==> config.mk <==
export PLATFORM = sky130hd
export DESIGN_NAME = pipe_hazard_ctrl
export DESIGN_NICKNAME = d
export VERILOG_FILES = /design/src/rtl/hazard_pkg.sv /design/src/rtl/hazard_fwd_sel.sv /design/src/rtl/pipe_hazard_ctrl.sv
export SDC_FILE = /design/constraint.sdc
export NUM_CORES = 1
export LEC_CHECK = 0
export ABC_CLOCK_PERIOD_IN_PS = 1380
export BUFFER_PORTS_ARGS = -buffer_cell sky130_fd_sc_hd__buf_2
export CORE_MARGIN = 5
export CORE_UTILIZATION = 33
export CTS_CLUSTER_SIZE = 25
export DETAILED_ROUTE_END_ITERATION = 10
export PLACE_DENSITY = 0.85
export SETUP_SLACK_MARGIN = 0.5
export SYNTH_ARGS = -nofsm -noshare
export SYNTH_HDL_FRONTEND = slang
export SYNTH_SLANG_ARGS = --single-unit
==> constraint.sdc <==
create_clock -name clk -period 1.38 [get_ports clk]
set_clock_uncertainty 0.2 [all_clocks]
set_input_delay 0.138 -clock clk [delete_from_list [all_inputs] [get_ports clk]]
set_output_delay 0.138 -clock clk [all_outputs]
set_load 0.05 [all_outputs]
==> src/rtl/hazard_pkg.sv <==
// Shared types, select encodings and parameter checks for the pipeline hazard controller.
package hazard_pkg;

    typedef enum logic [1:0] {
        IDLE    = 2'd0,
        LUSE    = 2'd1,
        MD_BUSY = 2'd2
    } hz_state_t;

    // Which priority rule currently drives the stall/flush outputs.
    typedef enum logic [2:0] {
        WIN_NONE = 3'd0,
        WIN_EXC  = 3'd1,
        WIN_DC   = 3'd2,
        WIN_MD   = 3'd3,
        WIN_PRED = 3'd4,
        WIN_LUSE = 3'd5,
        WIN_JUMP = 3'd6
    } hz_win_t;

    localparam logic [1:0] FWD_RF = 2'b00;
    localparam logic [1:0] FWD_M  = 2'b01;
    localparam logic [1:0] FWD_W  = 2'b10;

    localparam int unsigned LUSE_CYC_MIN = 1;
    localparam int unsigned LUSE_CYC_MAX = 3;

    function automatic bit load_use_cyc_ok(input int unsigned cyc);
        return (cyc >= LUSE_CYC_MIN) && (cyc <= LUSE_CYC_MAX);
    endfunction

    function automatic logic [31:0] sat_inc(input logic [31:0] v);
        return (v == '1) ? v : v + 32'd1;
    endfunction

endpackage

==> src/rtl/hazard_fwd_sel.sv <==
// Forwarding select for one E-stage source operand; the M stage beats the W stage.
module hazard_fwd_sel
    import hazard_pkg::*;
#(
    parameter int unsigned REG_AW = 5
) (
    input  logic [REG_AW-1:0] src_reg,
    input  logic              reg_write_enM,
    input  logic [REG_AW-1:0] reg_writeM,
    input  logic              reg_write_enW,
    input  logic [REG_AW-1:0] reg_writeW,
    output logic [1:0]        fwd_sel
);

    always_comb begin
        fwd_sel = FWD_RF;
        if (src_reg != '0) begin
            if (reg_write_enM && (reg_writeM == src_reg)) begin
                fwd_sel = FWD_M;
            end else if (reg_write_enW && (reg_writeW == src_reg)) begin
                fwd_sel = FWD_W;
            end
        end
    end

endmodule

==> src/rtl/pipe_hazard_ctrl.sv <==
// Hazard controller for the 5-stage core: forwarding, load-use, mult/div and flush sequencing.
// Optional HAZARD_PERF_EN adds saturating performance counters on the perf_* outputs.
module pipe_hazard_ctrl
    import hazard_pkg::*;
#(
    parameter int unsigned NUM_SRC      = 2,
    parameter int unsigned REG_AW       = 5,
    parameter int unsigned LOAD_USE_CYC = 1
) (
    input  logic                      clk,
    input  logic                      resetn,
    input  logic                      d_cache_stall,
    input  logic                      i_cache_stall,
    input  logic                      md_startE,
    input  logic                      md_readyE,
    input  logic                      flush_jump_conflictE,
    input  logic                      flush_pred_failedM,
    input  logic                      flush_exceptionM,
    input  logic [NUM_SRC*REG_AW-1:0] src_regD,
    input  logic [NUM_SRC*REG_AW-1:0] src_regE,
    input  logic [NUM_SRC-1:0]        src_validD,
    input  logic                      reg_write_enE,
    input  logic                      reg_write_enM,
    input  logic                      reg_write_enW,
    input  logic [REG_AW-1:0]         reg_writeE,
    input  logic [REG_AW-1:0]         reg_writeM,
    input  logic [REG_AW-1:0]         reg_writeW,
    input  logic                      mem_read_enE,
    output logic                      stallF,
    output logic                      stallD,
    output logic                      stallE,
    output logic                      stallM,
    output logic                      stallW,
    output logic                      flushF,
    output logic                      flushD,
    output logic                      flushE,
    output logic                      flushM,
    output logic                      flushW,
    output logic [2*NUM_SRC-1:0]      fwd_selE,
    output logic                      md_cancel,
    output logic [1:0]                hz_state,
    output logic [31:0]               perf_luse_cyc,
    output logic [31:0]               perf_md_cyc,
    output logic [31:0]               perf_dc_cyc,
    output logic [31:0]               perf_flush_cnt
);

    if (!load_use_cyc_ok(LOAD_USE_CYC)) begin : g_bad_luse_cyc
        $error("LOAD_USE_CYC must be in 1..3");
    end

    // The IDLE->LUSE cycle is itself the first bubble, so LUSE holds for LOAD_USE_CYC-1 cycles.
    localparam logic [1:0] CNT_INIT = (LOAD_USE_CYC > 1) ? 2'(LOAD_USE_CYC - 2) : 2'd0;

    hz_state_t  state_q, state_d;
    logic [1:0] cnt_q, cnt_d;
    logic       src_hit, luse, md_pending, luse_active;
    hz_win_t    win;

    for (genvar i = 0; i < NUM_SRC; i++) begin : g_fwd
        hazard_fwd_sel #(.REG_AW(REG_AW)) u_fwd (
            .src_reg       (src_regE[i*REG_AW +: REG_AW]),
            .reg_write_enM (reg_write_enM),
            .reg_writeM    (reg_writeM),
            .reg_write_enW (reg_write_enW),
            .reg_writeW    (reg_writeW),
            .fwd_sel       (fwd_selE[2*i +: 2])
        );
    end

    always_comb begin
        src_hit = 1'b0;
        for (int unsigned i = 0; i < NUM_SRC; i++) begin
            if (src_validD[i] && (src_regD[i*REG_AW +: REG_AW] == reg_writeE)) begin
                src_hit = 1'b1;
            end
        end
    end

    assign luse        = mem_read_enE && reg_write_enE && (reg_writeE != '0) && src_hit;
    assign md_pending  = !md_readyE && ((state_q == MD_BUSY) || ((state_q == IDLE) && md_startE));
    assign luse_active = (state_q == LUSE) || ((state_q == IDLE) && luse);

    always_ff @(posedge clk or negedge resetn) begin
        if (!resetn) begin
            state_q <= IDLE;
            cnt_q   <= '0;
        end else begin
            state_q <= state_d;
            cnt_q   <= cnt_d;
        end
    end

    always_comb begin
        state_d = state_q;
        cnt_d   = cnt_q;
        if (flush_exceptionM) begin
            state_d = IDLE;
            cnt_d   = '0;
        end else if (!d_cache_stall) begin
            unique case (state_q)
                IDLE: begin
                    if (md_startE) begin
                        if (!md_readyE) state_d = MD_BUSY;
                    end else if (luse && (LOAD_USE_CYC > 1)) begin
                        state_d = LUSE;
                        cnt_d   = CNT_INIT;
                    end
                end
                LUSE: begin
                    if (cnt_q == '0) state_d = IDLE;
                    else             cnt_d   = cnt_q - 2'd1;
                end
                MD_BUSY: begin
                    if (md_readyE) state_d = IDLE;
                end
                default: state_d = IDLE;
            endcase
        end
    end

    always_comb begin
        win = WIN_NONE;
        if (flush_exceptionM)          win = WIN_EXC;
        else if (d_cache_stall)        win = WIN_DC;
        else if (md_pending)           win = WIN_MD;
        else if (flush_pred_failedM)   win = WIN_PRED;
        else if (luse_active)          win = WIN_LUSE;
        else if (flush_jump_conflictE) win = WIN_JUMP;
    end

    always_comb begin
        {stallF, stallD, stallE, stallM, stallW} = '0;
        {flushF, flushD, flushE, flushM, flushW} = '0;
        md_cancel = 1'b0;
        unique case (win)
            WIN_EXC: begin
                {flushD, flushE, flushM} = '1;
                stallM    = d_cache_stall;
                stallW    = d_cache_stall;
                md_cancel = (state_q == MD_BUSY);
            end
            WIN_DC:   {stallF, stallD, stallE, stallM, stallW} = '1;
            WIN_MD: begin
                {stallF, stallD, stallE} = '1;
                flushM = 1'b1;
                flushD = flush_pred_failedM;
            end
            WIN_PRED: {flushD, flushE} = '1;
            WIN_LUSE: begin
                {stallF, stallD} = '1;
                flushE = 1'b1;
            end
            WIN_JUMP: flushD = 1'b1;
            default: ;
        endcase
        if (i_cache_stall) begin
            stallF = 1'b1;
            if (!stallD) flushD = 1'b1;
        end
    end

    assign hz_state = state_q;

`ifdef HAZARD_PERF_EN
    always_ff @(posedge clk or negedge resetn) begin
        if (!resetn) begin
            perf_luse_cyc  <= '0;
            perf_md_cyc    <= '0;
            perf_dc_cyc    <= '0;
            perf_flush_cnt <= '0;
        end else begin
            if (win == WIN_LUSE) perf_luse_cyc <= sat_inc(perf_luse_cyc);
            if (win == WIN_MD)   perf_md_cyc   <= sat_inc(perf_md_cyc);
            if (win == WIN_DC)   perf_dc_cyc   <= sat_inc(perf_dc_cyc);
            if ((win == WIN_EXC) || (win == WIN_PRED)) perf_flush_cnt <= sat_inc(perf_flush_cnt);
        end
    end
`else
    assign perf_luse_cyc  = '0;
    assign perf_md_cyc    = '0;
    assign perf_dc_cyc    = '0;
    assign perf_flush_cnt = '0;
`endif

endmodule

# Word-level counts from Yosys, hierarchy flattened

Index checks and enable logic that the tools add are counted.

Add/sub/neg operators: 1
Multiply operators: 0
Div/mod/pow operators: 0
$lt $le $gt $ge: 0
Eq/ne operators: 20
Shift operators: 0
Muxes and demuxes: 35
Bitwise operators: 0
Reductions and logical operators: 28

Operator list:

| cell                 | count |
|---|---|
| $mux W2              | 16 |
| $eq A5 B5 Y1         | 6 |
| $mux W3              | 6 |
| $reduce_bool A5 Y1   | 3 |
| $logic_and A1 B1 Y1  | 12 |
| $mux W1              | 10 |
| $eq A3 B3 Y1 const B | 3 |
| $ne A3 B3 Y1 const B | 3 |
| $reduce_or A3 Y1     | 3 |
| $eq A3 B2 Y1 const B | 2 |
| $pmux W2 S3          | 1 |
| $reduce_and A5 Y1    | 1 |
| $logic_not A2 Y1     | 2 |
| $pmux W1 S2          | 2 |
| $reduce_or A2 Y1     | 2 |
| $eq A3 B1 Y1 const B | 1 |
| $ne A3 B2 Y1 const B | 1 |
| $reduce_and A3 Y1    | 1 |
| $eq A2 B1 Y1 const B | 1 |
| $eq A2 B2 Y1 const B | 1 |
| $logic_or A1 B1 Y1   | 2 |
| $ne A2 B1 Y1 const B | 1 |
| $ne A2 B2 Y1 const B | 1 |
| $reduce_bool A2 Y1   | 1 |
| 2 further kinds      | 2 |

Register bits after elaboration: 4
Latch bits: 0
Bits in writable memories: 0
ROM bits: 0
Input port bits: 50
Output and inout bits: 145
Word-level logic and storage cells: 86
Memories kept: 0

# Logic depth before layout (Yosys ltp)

Depth after elaboration: 17
Depth in mapped cells: 4
Gate-level depth less buffers: 4

# Modules after synthesis

A second synthesis with hierarchy kept.

Cells, all modules: 208
Area, all modules: 1,561.5 sq um

By module, submodules not included:

| module           | times used | cells each | area each (sq um) | sequential area each (sq um) |
|---|---|---|---|---|
| pipe_hazard_ctrl | 1          | 172        | 1,291.2           | 25.0 |
| hazard_fwd_sel   | 2          | 18         | 135.1             | 0.0 |

# Worst setup path before layout

Ideal clock, no wire load.

Kind: reg2out
From: register state_q[1], in the netlist hz_state[1]
To: output stallF
Arrival: 2,271 ps
Data required time: 1,042 ps
Slack: -1,229 ps
Cell stages (with the launch flop): 5
Buffers on the path: 0
Cell sequence: dfrtp_1 > o21bai_1 > a21oi_1 > nor2_1 > o21ai_0

Longest elaborated chain between the ends: 12
Elaborated cells between the ends (all ways): 19
Classes of those cells: eq/ne (5); mux (7); reduce/logical (7)

Ends and longest elaborated chain:

| element                                      | line                                           | text |
|---|---|---|
| start, declared                              | pipe_hazard_ctrl.sv:55                         | `hz_state_t state_q, state_d;` |
| start signal, assigned                       | pipe_hazard_ctrl.sv:89                         | `state_q <= state_d;` |
| $logic_not A2 Y1                             | pipe_hazard_ctrl.sv:81, pipe_hazard_ctrl.sv:82 |  |
| $logic_and A1 B1 Y1                          | pipe_hazard_ctrl.sv:82                         | `assign luse_active = (state_q == LUSE) \|\| ((state_q == IDLE) && luse);` |
| $logic_or A1 B1 Y1                           | pipe_hazard_ctrl.sv:82                         |  |
| $mux W3                                      | pipe_hazard_ctrl.sv:128                        | `else if (luse_active) win = WIN_LUSE;` |
| $mux W3                                      | pipe_hazard_ctrl.sv:127                        | `else if (flush_pred_failedM) win = WIN_PRED;` |
| $mux W3 (*)                                  | pipe_hazard_ctrl.sv:126                        | `else if (md_pending) win = WIN_MD;` |
| $mux W3 (*)                                  | pipe_hazard_ctrl.sv:125                        | `else if (d_cache_stall) win = WIN_DC;` |
| $mux W3 (*)                                  | pipe_hazard_ctrl.sv:124                        | `if (flush_exceptionM) win = WIN_EXC;` |
| $eq A3 B2 Y1 or $eq A3 B3 Y1 (tied branches) | pipe_hazard_ctrl.sv:136                        | `unique case (win)` |
| $reduce_or A3 Y1 (no line) (*)               | n/a                                            |  |
| $mux W1 (*)                                  | pipe_hazard_ctrl.sv:136                        |  |
| $mux W1 (*)                                  | pipe_hazard_ctrl.sv:157                        | `if (i_cache_stall) begin` |
| end, declared                                | pipe_hazard_ctrl.sv:29                         | `output logic stallF,` |

Every way passes the cells marked *; elsewhere a longest branch is shown, timed or not.

# Final worst setup path

From: input src_regD[7]
To: output flushD

Longest elaborated chain between the ends: 16
Elaborated cells between the ends (all ways): 23
Classes of those cells: eq/ne (7); mux (10); reduce/logical (6)

Ends and longest elaborated chain:

| element                                    | line                    | text |
|---|---|---|
| start, declared                            | pipe_hazard_ctrl.sv:19  | `input logic [NUM_SRC*REG_AW-1:0] src_regD,` |
| $eq A5 B5 Y1 (*)                           | pipe_hazard_ctrl.sv:74  | `if (src_validD[i] && (src_regD[i*REG_AW +: REG_AW] == reg_writeE)) begin` |
| $logic_and A1 B1 Y1 (*)                    | pipe_hazard_ctrl.sv:74  |  |
| $mux W1 (*)                                | pipe_hazard_ctrl.sv:74  |  |
| $logic_and A1 B1 Y1 (*)                    | pipe_hazard_ctrl.sv:80  | `assign luse = mem_read_enE && reg_write_enE && (reg_writeE != '0) && src_hit;` |
| $logic_and A1 B1 Y1 (*)                    | pipe_hazard_ctrl.sv:82  |  |
| $logic_or A1 B1 Y1 (*)                     | pipe_hazard_ctrl.sv:82  |  |
| $mux W3 (*)                                | pipe_hazard_ctrl.sv:128 |  |
| $mux W3 (*)                                | pipe_hazard_ctrl.sv:127 |  |
| $mux W3 (*)                                | pipe_hazard_ctrl.sv:126 |  |
| $mux W3 (*)                                | pipe_hazard_ctrl.sv:125 |  |
| $mux W3 (*)                                | pipe_hazard_ctrl.sv:124 |  |
| $eq A3 B1 Y1, or another cell as far along | pipe_hazard_ctrl.sv:136 |  |
| $reduce_or A3 Y1 (no line)                 | n/a                     |  |
| $pmux W1 S2 or $mux W1 (tied branches)     | pipe_hazard_ctrl.sv:136 |  |
| $mux W1                                    | pipe_hazard_ctrl.sv:159 | `if (!stallD) flushD = 1'b1;` |
| $mux W1 (*)                                | pipe_hazard_ctrl.sv:157 |  |
| end, declared                              | pipe_hazard_ctrl.sv:35  | `output logic flushD,` |

Marks and branches as above.

==> flow_summary_export.csv <==
group,metric,value,unit
global_route,grt_usage,10.2,%
final_layout,final_area,0.00202,mm²
final_layout,utilization,43.6,%
routing,wirelength,4090,µm
synthesis,synth_ff_type,"dfrtp_1",
place,dpl_cell_area,0.00168,mm²
min_path,hold_start,"d_cache_stall",
worst_setup_path,slowest_delay,0.32,ns
run,cap_viol_max_count,0,
run_status,violations,"negative setup slack",
routing,antenna_left,0,
place,gp_congestion,0.808,
worst_setup_path,start_kind,"input pin",
worst_setup_path,critPathArrivalTime,1.36,ns
synthesis,netlist_top_cells_area,"buf_4, xor2_1, xnor2_1",
global_route,grt_most_used_layer,"met2",
synthesis,yosysUniqueCellTypes,31,
worst_setup_path,worstReg2RegEnd,"hz_state[1]",
min_path,hold_depth,3,
global_route,overflow,0,
global_route,grt_pass1_vias,1183,
synthesis,yosysWarnings,0,
clock_network,cts.reportedPaths.clkPinSlew,0,ns
sta,finalSetupViolCount,8,
sta,postLayoutSetupSlackWorst,-0.322,ns
power_and_ir_drop,internal_power,0.282,mW
place,dp_hpwl,3320,µm
die,initial_utilization,33.4,%
power_and_ir_drop,leakage,1.09,nW
worst_setup_path,cp_slowest_cell,"nor4_4",
final_layout,nets,345,
worst_setup_path,required,1.04,ns
die,die_h,78.5,µm
worst_setup_path,reg2reg_setup_slack,0.17,ns
synthesis,yosys.area.top_type,"buf_4",
worst_setup_path,worstRegToRegCells,4,
sta,drv_slew,0,
sta,final-hold-violation-count,0,
global_route,grt_start_max_net_pins,5,
worst_setup_path,endpoint_kind,"primary output",
global_route,antenna_found_initial,0,
final_layout,drive_above_1_share,38.6,%
sta,fin_crit,1.70,ns
synthesis,ys_seq_area_share,1.62,%
sta,finalSetupTns,-1.84,ns
die,design.core.area,0.00463,mm²
routing,wire_per_inst,11.8,µm
worst_setup_path,cp_top_family,"compound AO/OA/AOI/OAI gates",
power_and_ir_drop,seq_power_share,2.5,%
synthesis,avgSynthCellArea,7.36,µm²
final_layout,fill_cells,443,
global_route,gr-usage-met3,1.49,%
power_and_ir_drop,switchingPower,1.04,mW
routing,vias,1243,
synthesis,syn_inst,210,
worst_setup_path,criticalPathCategory,"in -> out",
final_layout,largest_reg_flops,1,
worst_setup_path,startpoint,"src_regD[7]",
die,die_x,78.5,µm
power_and_ir_drop,sw_frac_of_total,78.6,%
clock_network,worstSkewPairLatency,0,ns
synthesis,ys_ff_latch,1,
die,std_cell_rows,25,
global_route,grt_use_met2,22.9,%
final_layout,seqCellArea,26.3,µm²
global_route,grt_pass1_wl,5260,µm
die,die_area,0.00616,mm²
routing,firstDrtPassIters,3,
synthesis,synth_top_area_share,64.1,%
die,io_pins,195,
power_and_ir_drop,pwr-share-comb,97.5,%
synthesis,syn_area,0.00155,mm²
worst_setup_path,critical_path.max_fanout,4,
global_route,use_met1,9.27,%
worst_setup_path,critPathBufInv,2,
worst_setup_path,path_cells,"buf_6, xor2_1, nor4_4, a32oi_4, o21a_2, buf_8",
run_status,status,"complete, but fails checks",
synthesis,synthArstFlopShare,100,%
power_and_ir_drop,clkPwrFrac,0,%
synthesis,synth_common_cells,"buf_4, xor2_1, xnor2_1",
final_layout,diodes,0,
routing,drt-initial-drc-count,7,
sta,rsz0062_at_grt,"yes",
routing,drc_errors,0,
worst_setup_path,r2r-start,"hz_state[1]",
min_path,whs_endpoint,"hz_state[1]",
synthesis,synth_most_common_cell,"buf_4",
synthesis,synth_edf_count,0,
final_layout,multi_input_area,0.00121,mm²
min_path,min_path_type,"in -> reg",
sta,fin_crit_sh,123,%
final_layout,syn_to_final_growth,30.6,%
place,port_buffers,63,
sta,max_freq,0.587,GHz
power_and_ir_drop,powerDensity,654,mW/mm²
power_and_ir_drop,ir_drop,386,µV
routing,via_per_inst,3.58,
==> per-layer routing <==
layer,part of all wire [%],vias up
met5,0,-
met4,1.3,0
met3,12,6
met2,59,111
met1,28,558
li1,-,568
==> logic make-up after synthesis <==
family | synth area share [%]
flip-flops | 1.62
AO/OA/AOI/OAI | 5.74
other | 0.242
XOR/XNOR | 16.4
AND/OR/NAND/NOR | 11.4
buffers and inverters | 64.6
==> how the worst max path moves through the flow <==
stage | end | cells past startpoint | slack [ns]
2_1_floorplan | stallF | 4 | -0.28
3_3_place_gp | flushD | 6 | -0.42
3_5_place_dp | stallD | 6 | -0.46
4_1_cts | flushD | 6 | -0.37
5_1_grt | flushD | 6 | -0.38
6_report | flushD | 6 | -0.32
==> through the flow <==
stage                     total power [mW]  hold slack (ns)  std cells  setup WS [ns]
after CTS                             1.26            0.226        345         -0.369
after global placement                1.18           -0.286        343         -0.423
after detailed placement              1.19           -0.285        343         -0.455
after floorplan                       1.31           -0.358        340         -0.283
after global routing                  1.37            0.246        347         -0.378
final                                 1.32            0.233        347         -0.322
==> layout by cell type, fill, tap and decap left out, types with 2 or more instances in the layout <==
cell and count:
nor2_1 5, and2_4 2, a21oi_2 2, xnor2_1 10, buf_8 6, nand2b_4 2
nand2_1 4, o21ai_4 2, buf_2 36, buf_6 28, nor4_4 2, xor2_2 3
conb_1 131, buf_4 15, nor3_1 2, xor2_1 16, nor2_4 2
==> worst register-to-register path: stages (launching register included) <==
cell and delay, ns:
dfrtp_2 0.42, o21bai_4 0.16, nand2b_4 0.18, buf_6 0.09, a21oi_2 0.04
==> power groups by stage <==
stage / logic [mW] / registers, mW / clock network (mW)
5_1_grt: 1.34 / 0.0336 / 0
2_1_floorplan: 1.27 / 0.0372 / 0
6_report: 1.29 / 0.0334 / 0
3_3_place_gp: 1.15 / 0.0335 / 0
3_5_place_dp: 1.16 / 0.0336 / 0
4_1_cts: 1.23 / 0.0336 / 0
==> layout make-up <==
| type | count | area share [%] |
|---|---|---|
| inverter | 1 | 0.186 |
| multi-input combinational | 205 | 60.1 |
| sequential | 1 | 1.30 |
| timing repair buffer | 86 | 35.1 |
| tap | 54 | 3.35 |
==> timing repair <==
item                                    in CTS  in global routing
hold buffers                                 1                  0
pin swaps                                   19                  9
buffers inserted                             1                  2
endpoints found under the setup margin      13                 13
resized for setup                           56                 15
hold endpoints to repair                     1                  0
Note: power is estimated with default switching activity, not from simulation.
